==> src/rtl/piece_spawn_hold.sv <==
// Spawn/hold controller between the seven-bag next-piece queue and the game FSM.
// Ports: clk/rst_l; game_clear, spawn_req, hold_req, queue_head in; pieces_remove,
//   spawn_valid, spawn_type, hold_type, hold_used, busy, queue_stall out (all registered).

package piece_spawn_hold_pkg;
  typedef enum logic [2:0] {
    BLANK  = 3'd0,
    TILE_I = 3'd1,
    TILE_O = 3'd2,
    TILE_T = 3'd3,
    TILE_S = 3'd4,
    TILE_Z = 3'd5,
    TILE_J = 3'd6,
    TILE_L = 3'd7
  } tile_type_t;
endpackage

module piece_spawn_hold
  import piece_spawn_hold_pkg::*;
#(
  parameter int HOLD_EN    = 1,
  parameter int WAIT_LIMIT = 16
) (
  input  logic       clk,
  input  logic       rst_l,
  input  logic       game_clear,
  input  logic       spawn_req,
  input  logic       hold_req,
  input  tile_type_t queue_head,
  output logic       pieces_remove,
  output logic       spawn_valid,
  output tile_type_t spawn_type,
  output tile_type_t hold_type,
  output logic       hold_used,
  output logic       busy,
  output logic       queue_stall
);

  localparam int CW = $clog2(WAIT_LIMIT + 1);
  localparam bit HOLD_ON = (HOLD_EN != 0);

  typedef enum logic [2:0] {
    S_IDLE,
    S_WAIT_Q,
    S_DRAW,
    S_SWAP,
    S_ACTIVE
  } state_t;

  state_t        state;
  logic [CW-1:0] wait_cnt;

  logic head_ok;
  logic hold_ok;

  assign head_ok = (queue_head != BLANK);
  assign hold_ok = HOLD_ON && hold_req && !hold_used;

  always_ff @(posedge clk or negedge rst_l) begin
    if (!rst_l) begin
      state         <= S_IDLE;
      spawn_type    <= BLANK;
      hold_type     <= BLANK;
      hold_used     <= 1'b0;
      pieces_remove <= 1'b0;
      spawn_valid   <= 1'b0;
      busy          <= 1'b0;
      queue_stall   <= 1'b0;
      wait_cnt      <= '0;
    end else begin
      // Pulses are single-cycle: only the branches entering DRAW/SWAP raise them.
      pieces_remove <= 1'b0;
      spawn_valid   <= 1'b0;
      if (game_clear) begin
        state       <= S_IDLE;
        spawn_type  <= BLANK;
        hold_type   <= BLANK;
        hold_used   <= 1'b0;
        busy        <= 1'b0;
        queue_stall <= 1'b0;
        wait_cnt    <= '0;
      end else begin
        case (state)
          S_IDLE, S_ACTIVE: begin
            if (spawn_req) begin
              // A fresh drop re-arms hold; a simultaneous hold_req is dropped.
              hold_used <= 1'b0;
              busy      <= 1'b1;
              if (head_ok) begin
                spawn_type    <= queue_head;
                spawn_valid   <= 1'b1;
                pieces_remove <= 1'b1;
                state         <= S_DRAW;
              end else begin
                state <= S_WAIT_Q;
              end
            end else if (state == S_ACTIVE && hold_ok) begin
              hold_used <= 1'b1;
              busy      <= 1'b1;
              if (hold_type == BLANK) begin
                // Empty slot: park the falling piece and draw a new one.
                hold_type <= spawn_type;
                if (head_ok) begin
                  spawn_type    <= queue_head;
                  spawn_valid   <= 1'b1;
                  pieces_remove <= 1'b1;
                  state         <= S_DRAW;
                end else begin
                  state <= S_WAIT_Q;
                end
              end else begin
                // Exchange falling and held piece; queue untouched.
                spawn_type  <= hold_type;
                hold_type   <= spawn_type;
                spawn_valid <= 1'b1;
                state       <= S_SWAP;
              end
            end
          end
          S_WAIT_Q: begin
            if (head_ok) begin
              spawn_type    <= queue_head;
              spawn_valid   <= 1'b1;
              pieces_remove <= 1'b1;
              wait_cnt      <= '0;
              state         <= S_DRAW;
            end else begin
              // Counter saturates; stall flags on the WAIT_LIMIT-th blank cycle.
              if (wait_cnt != CW'(WAIT_LIMIT)) wait_cnt <= wait_cnt + CW'(1);
              if (wait_cnt >= CW'(WAIT_LIMIT - 1)) queue_stall <= 1'b1;
            end
          end
          S_DRAW, S_SWAP: begin
            state <= S_ACTIVE;
            busy  <= 1'b0;
          end
          default: begin
            state <= S_IDLE;
            busy  <= 1'b0;
          end
        endcase
      end
    end
  end

endmodule

==> config.mk <==
export PLATFORM = sky130hd
export DESIGN_NAME = piece_spawn_hold
export DESIGN_NICKNAME = d
export VERILOG_FILES = /design/src/rtl/piece_spawn_hold.sv
export SDC_FILE = /design/constraint.sdc
export NUM_CORES = 1
export LEC_CHECK = 0
export CORE_ASPECT_RATIO = 1.5
export CORE_MARGIN = 2
export CORE_UTILIZATION = 35
export CTS_BUF_LIST = sky130_fd_sc_hd__clkbuf_4
export CTS_CLUSTER_DIAMETER = 80
export DETAILED_ROUTE_END_ITERATION = 12
export PLACE_DENSITY = 0.68
export SLEW_MARGIN = 20
export SYNTH_ARGS = -nofsm -noshare
export SYNTH_HDL_FRONTEND = slang
export SYNTH_SLANG_ARGS = --single-unit
==> constraint.sdc <==
create_clock -name clk -period 2.3 [get_ports clk]
set_input_delay 0.23 -clock clk [delete_from_list [all_inputs] [get_ports clk]]
set_output_delay 0.23 -clock clk [all_outputs]
set_load 0.005 [all_outputs]
==> impl_metrics.toml <==
[run_status]
status = "finished clean"

[die]
core_area_um2 = 2853
start_util_pct = 35.96
die_height_um = 70.31
die-area_um2 = 3389
fp.dieW_um = 48.21
fp-row-count = 24
ios = 19

[synth]
synth-edff-count = 0
yosysMostFrequentCell = "dfrtp_1"
async_flop_share_pct = 100.0
ys_types = 33
synth_common_cells = "dfrtp_1 (19), nor2_1 (16), a21oi_1 (9), nand2_1 (6)"
yosys-top-cells-area = "dfrtp_1 (46%), nor2_1 (5.9%), a21oi_1 (4.4%)"
yosysTopAreaCellShare_pct = 46.34
ys_seq_area_share_pct = 46.34
syn_area_um2 = 1026
yosysTopAreaCell = "dfrtp_1"
avgSynthCellArea_um2 = 9.500
synth_nets = 119
yosysWarnings = 0
yosys_most_used_dff = "dfrtp_1"
synth_seq_cells = 19
syn-instance-count = 108

[clock_network]
cts_tree = "yes"
cts-buffers-inserted = 3
clock-root-buffer = "clkbuf_4"
clkTransAtPathRegs_ns = 0.11
cts_resized = 0
clk_latency_ns = 0.30
clock_sinks = 19
htree_levels = 1
cts.hold.buffers_added = 0
cts_setup_buffers = 0
cts_max_path_buffers = 2

[place]
gp_congestion = 0.8600
portBuffers = 18
hpwl_um = 1775

[routing]
via_count = 916
detail-route-antenna-nets = 0
drc_errors = 0
first_iter_violations = 30
dr.pass1.iters = 4
wirelength_um = 2311
drt-vias-per-instance = 5.452
drt-wirelength-per-cell_um = 13.76

[final_layout]
utilization_pct = 45.18
diodes = 0
fill_cells = 288
nNetsFinal = 141
multi_input_area_um2 = 516.7
syn2layout_area_growth_pct = 25.61
regArea_um2 = 475.5
drive_gt1_share_pct = 7.752

[critical_path]
end_kind = "flip-flop"
cp_max_fo = 10
path_class = "reg -> reg"
cp-start-kind = "flip-flop"
crit_arrival_ns = 1.87
required_ns = 2.49

[sta]
fin_crit_sh_pct = 72.95
finClkSkew_ns = 0.006758
rsz0062_at_grt = "false"
maxSlewViolCount = 0
finalSetupViolCount = 0
fin_crit_ns = 1.678
fin_setup_tns_ns = 0
fmax_mhz = 596.0
slew_headroom_pct = 68.59
hold_viol = 0
worst_pin_slew_ns = 0.4696

[grt]
grt_pass1_wl_um = 3953
grt_pass1_vias = 932
grt_max_degree = 20
grt_overflow = 0
antenna_found_initial = 0
track_usage_pct = 15.67

[pwr]
netSwitchingFraction_pct = 25.11
p_leak_uw = 0.0005832
p_int_uw = 473.0
power.density_nw_per_um2 = 490.1
p_switching_uw = 158.6
pwr-share-seq_pct = 56.7
power_frac_clock_pct = 28.4
combinationalPowerShare_pct = 14.9
ir_worst_vdd_mv = 0.2921

[flow_run]
max-cap-violations = 0

[min_path]
hp-class = "in -> async"
## power groups by stage
stage | sequential [uW] | clock, uW | combinational, uW
floorplan | 363 | 0 | 41.9
global placement | 364 | 0 | 94.2
detailed placement | 364 | 0 | 95.3
CTS | 358 | 184 | 95.8
global route | 360 | 199 | 104
finish | 358 | 179 | 94.2
## through the flow
step / total power, uW / setup slack, ns / hold WS (ns) / area (um2) / std cells
5_1_grt: 663.4 / 0.5166 / 0.2702 / 1289 / 168
3_5_place_dp: 459.4 / 0.4878 / 0.4907 / 1259 / 164
6_report: 631.6 / 0.6221 / 0.2518 / 1289 / 168
4_1_cts: 637.4 / 0.6260 / 0.2624 / 1289 / 168
2_1_floorplan: 404.8 / 0.8358 / -0.06559 / 1026 / 108
3_3_place_gp: 458.5 / 0.5129 / 0.4997 / 1259 / 164
## final timing paths
path	to	slack, ns	start	cells past startpoint
worst max-delay path	spawn_type[0]$_DFFE_PN0P_	0.62	state[2]$_DFFE_PN0P_	5
worst min-delay path	wait_cnt[4]$_DFFE_PN0P_	0.25	rst_l	2
worst max register to register	spawn_type[0]$_DFFE_PN0P_	0.62	state[2]$_DFFE_PN0P_	5
worst min register to register	queue_stall$_DFFE_PN0P_	0.51	queue_stall$_DFFE_PN0P_	2
max in group asynchronous	hold_type[0]$_DFFE_PN0P_	1.85	rst_l	2
min in group clk	queue_stall$_DFFE_PN0P_	0.51	queue_stall$_DFFE_PN0P_	2
## kinds of logic after synthesis
kind of cell | Yosys count | share of synthesized area [%]
AOI/OAI and AO/OA | 30 | 19.39
and+or+nand+nor | 44 | 23.42
buffers and inverters | 8 | 3.292
muxes | 4 | 3.903
DFF | 19 | 46.34
adders and majority gates | 3 | 3.659
## routing by layer
| layer | vias to the layer above | share of wire (%) | GRT usage [%] |
|---|---|---|---|
| met5 | - | 0 | 0 |
| met4 | 0 | 3.3 | 10.21 |
| met3 | 6 | 1.2 | 1.034 |
| met2 | 14 | 55 | 24.27 |
| met1 | 464 | 41 | 19.60 |
| li1 | 432 | - | - |
## registers in the layout, summed over array words and instances (netlist names)
signal and count:
state 3, hold_used 1, wait_cnt 5, queue_stall 1
hold_type 3, spawn_valid 1, pieces_remove 1, spawn_type 3
busy 1
## critical path, stage by stage, from the launching register on
cell	delay, ns
dfrtp_1	0.47
nor3b_2	0.26
buf_4	0.20
nor3_1	0.09
a211o_1	0.30
a32o_1	0.26
## placed cells by master (no fill, tap or decap)
| cell | netlist | layout |
|---|---|---|
| dfrtp_1 | 19 | 19 |
| clkdlybuf4s50_1 | 0 | 18 |
| nor2_1 | 16 | 16 |
| a21oi_1 | 9 | 9 |
| nand2_1 | 6 | 6 |
| nor3_1 | 5 | 5 |
| o21ai_0 | 5 | 5 |
| inv_1 | 4 | 4 |
| a211o_1 | 4 | 4 |
| mux2i_1 | 4 | 4 |
| clkbuf_4 | 0 | 4 |
| and3_1 | 3 | 3 |
| nand2b_1 | 3 | 3 |
| ha_1 | 3 | 3 |
| buf_4 | 1 | 3 |
| or3_1 | 2 | 2 |
| a31oi_1 | 2 | 2 |
| a32o_1 | 2 | 2 |
| a22oi_1 | 2 | 2 |
| and3b_1 | 1 | 1 |
| o21a_1 | 1 | 1 |
| nor3b_2 | 1 | 1 |
| nor3_4 | 1 | 1 |
| nor4_1 | 1 | 1 |
| a211oi_1 | 1 | 1 |
| o2bb2ai_1 | 1 | 1 |
| a22o_1 | 1 | 1 |
| nand3b_1 | 1 | 1 |
| nand2_2 | 1 | 1 |
| a2bb2oi_1 | 1 | 1 |
| nand3_1 | 1 | 1 |
| nand4bb_1 | 1 | 1 |
| o21ai_1 | 1 | 1 |
| nand4b_1 | 1 | 1 |
## final cells by class
type	count	area share, %
timing repair buffer	21	15.73
clock buffer	4	2.330
inverter	4	1.165
multi-input combinational	81	40.10
tap	39	3.786
sequential	19	36.89
Note: power is estimated with default switching activity, not from simulation.
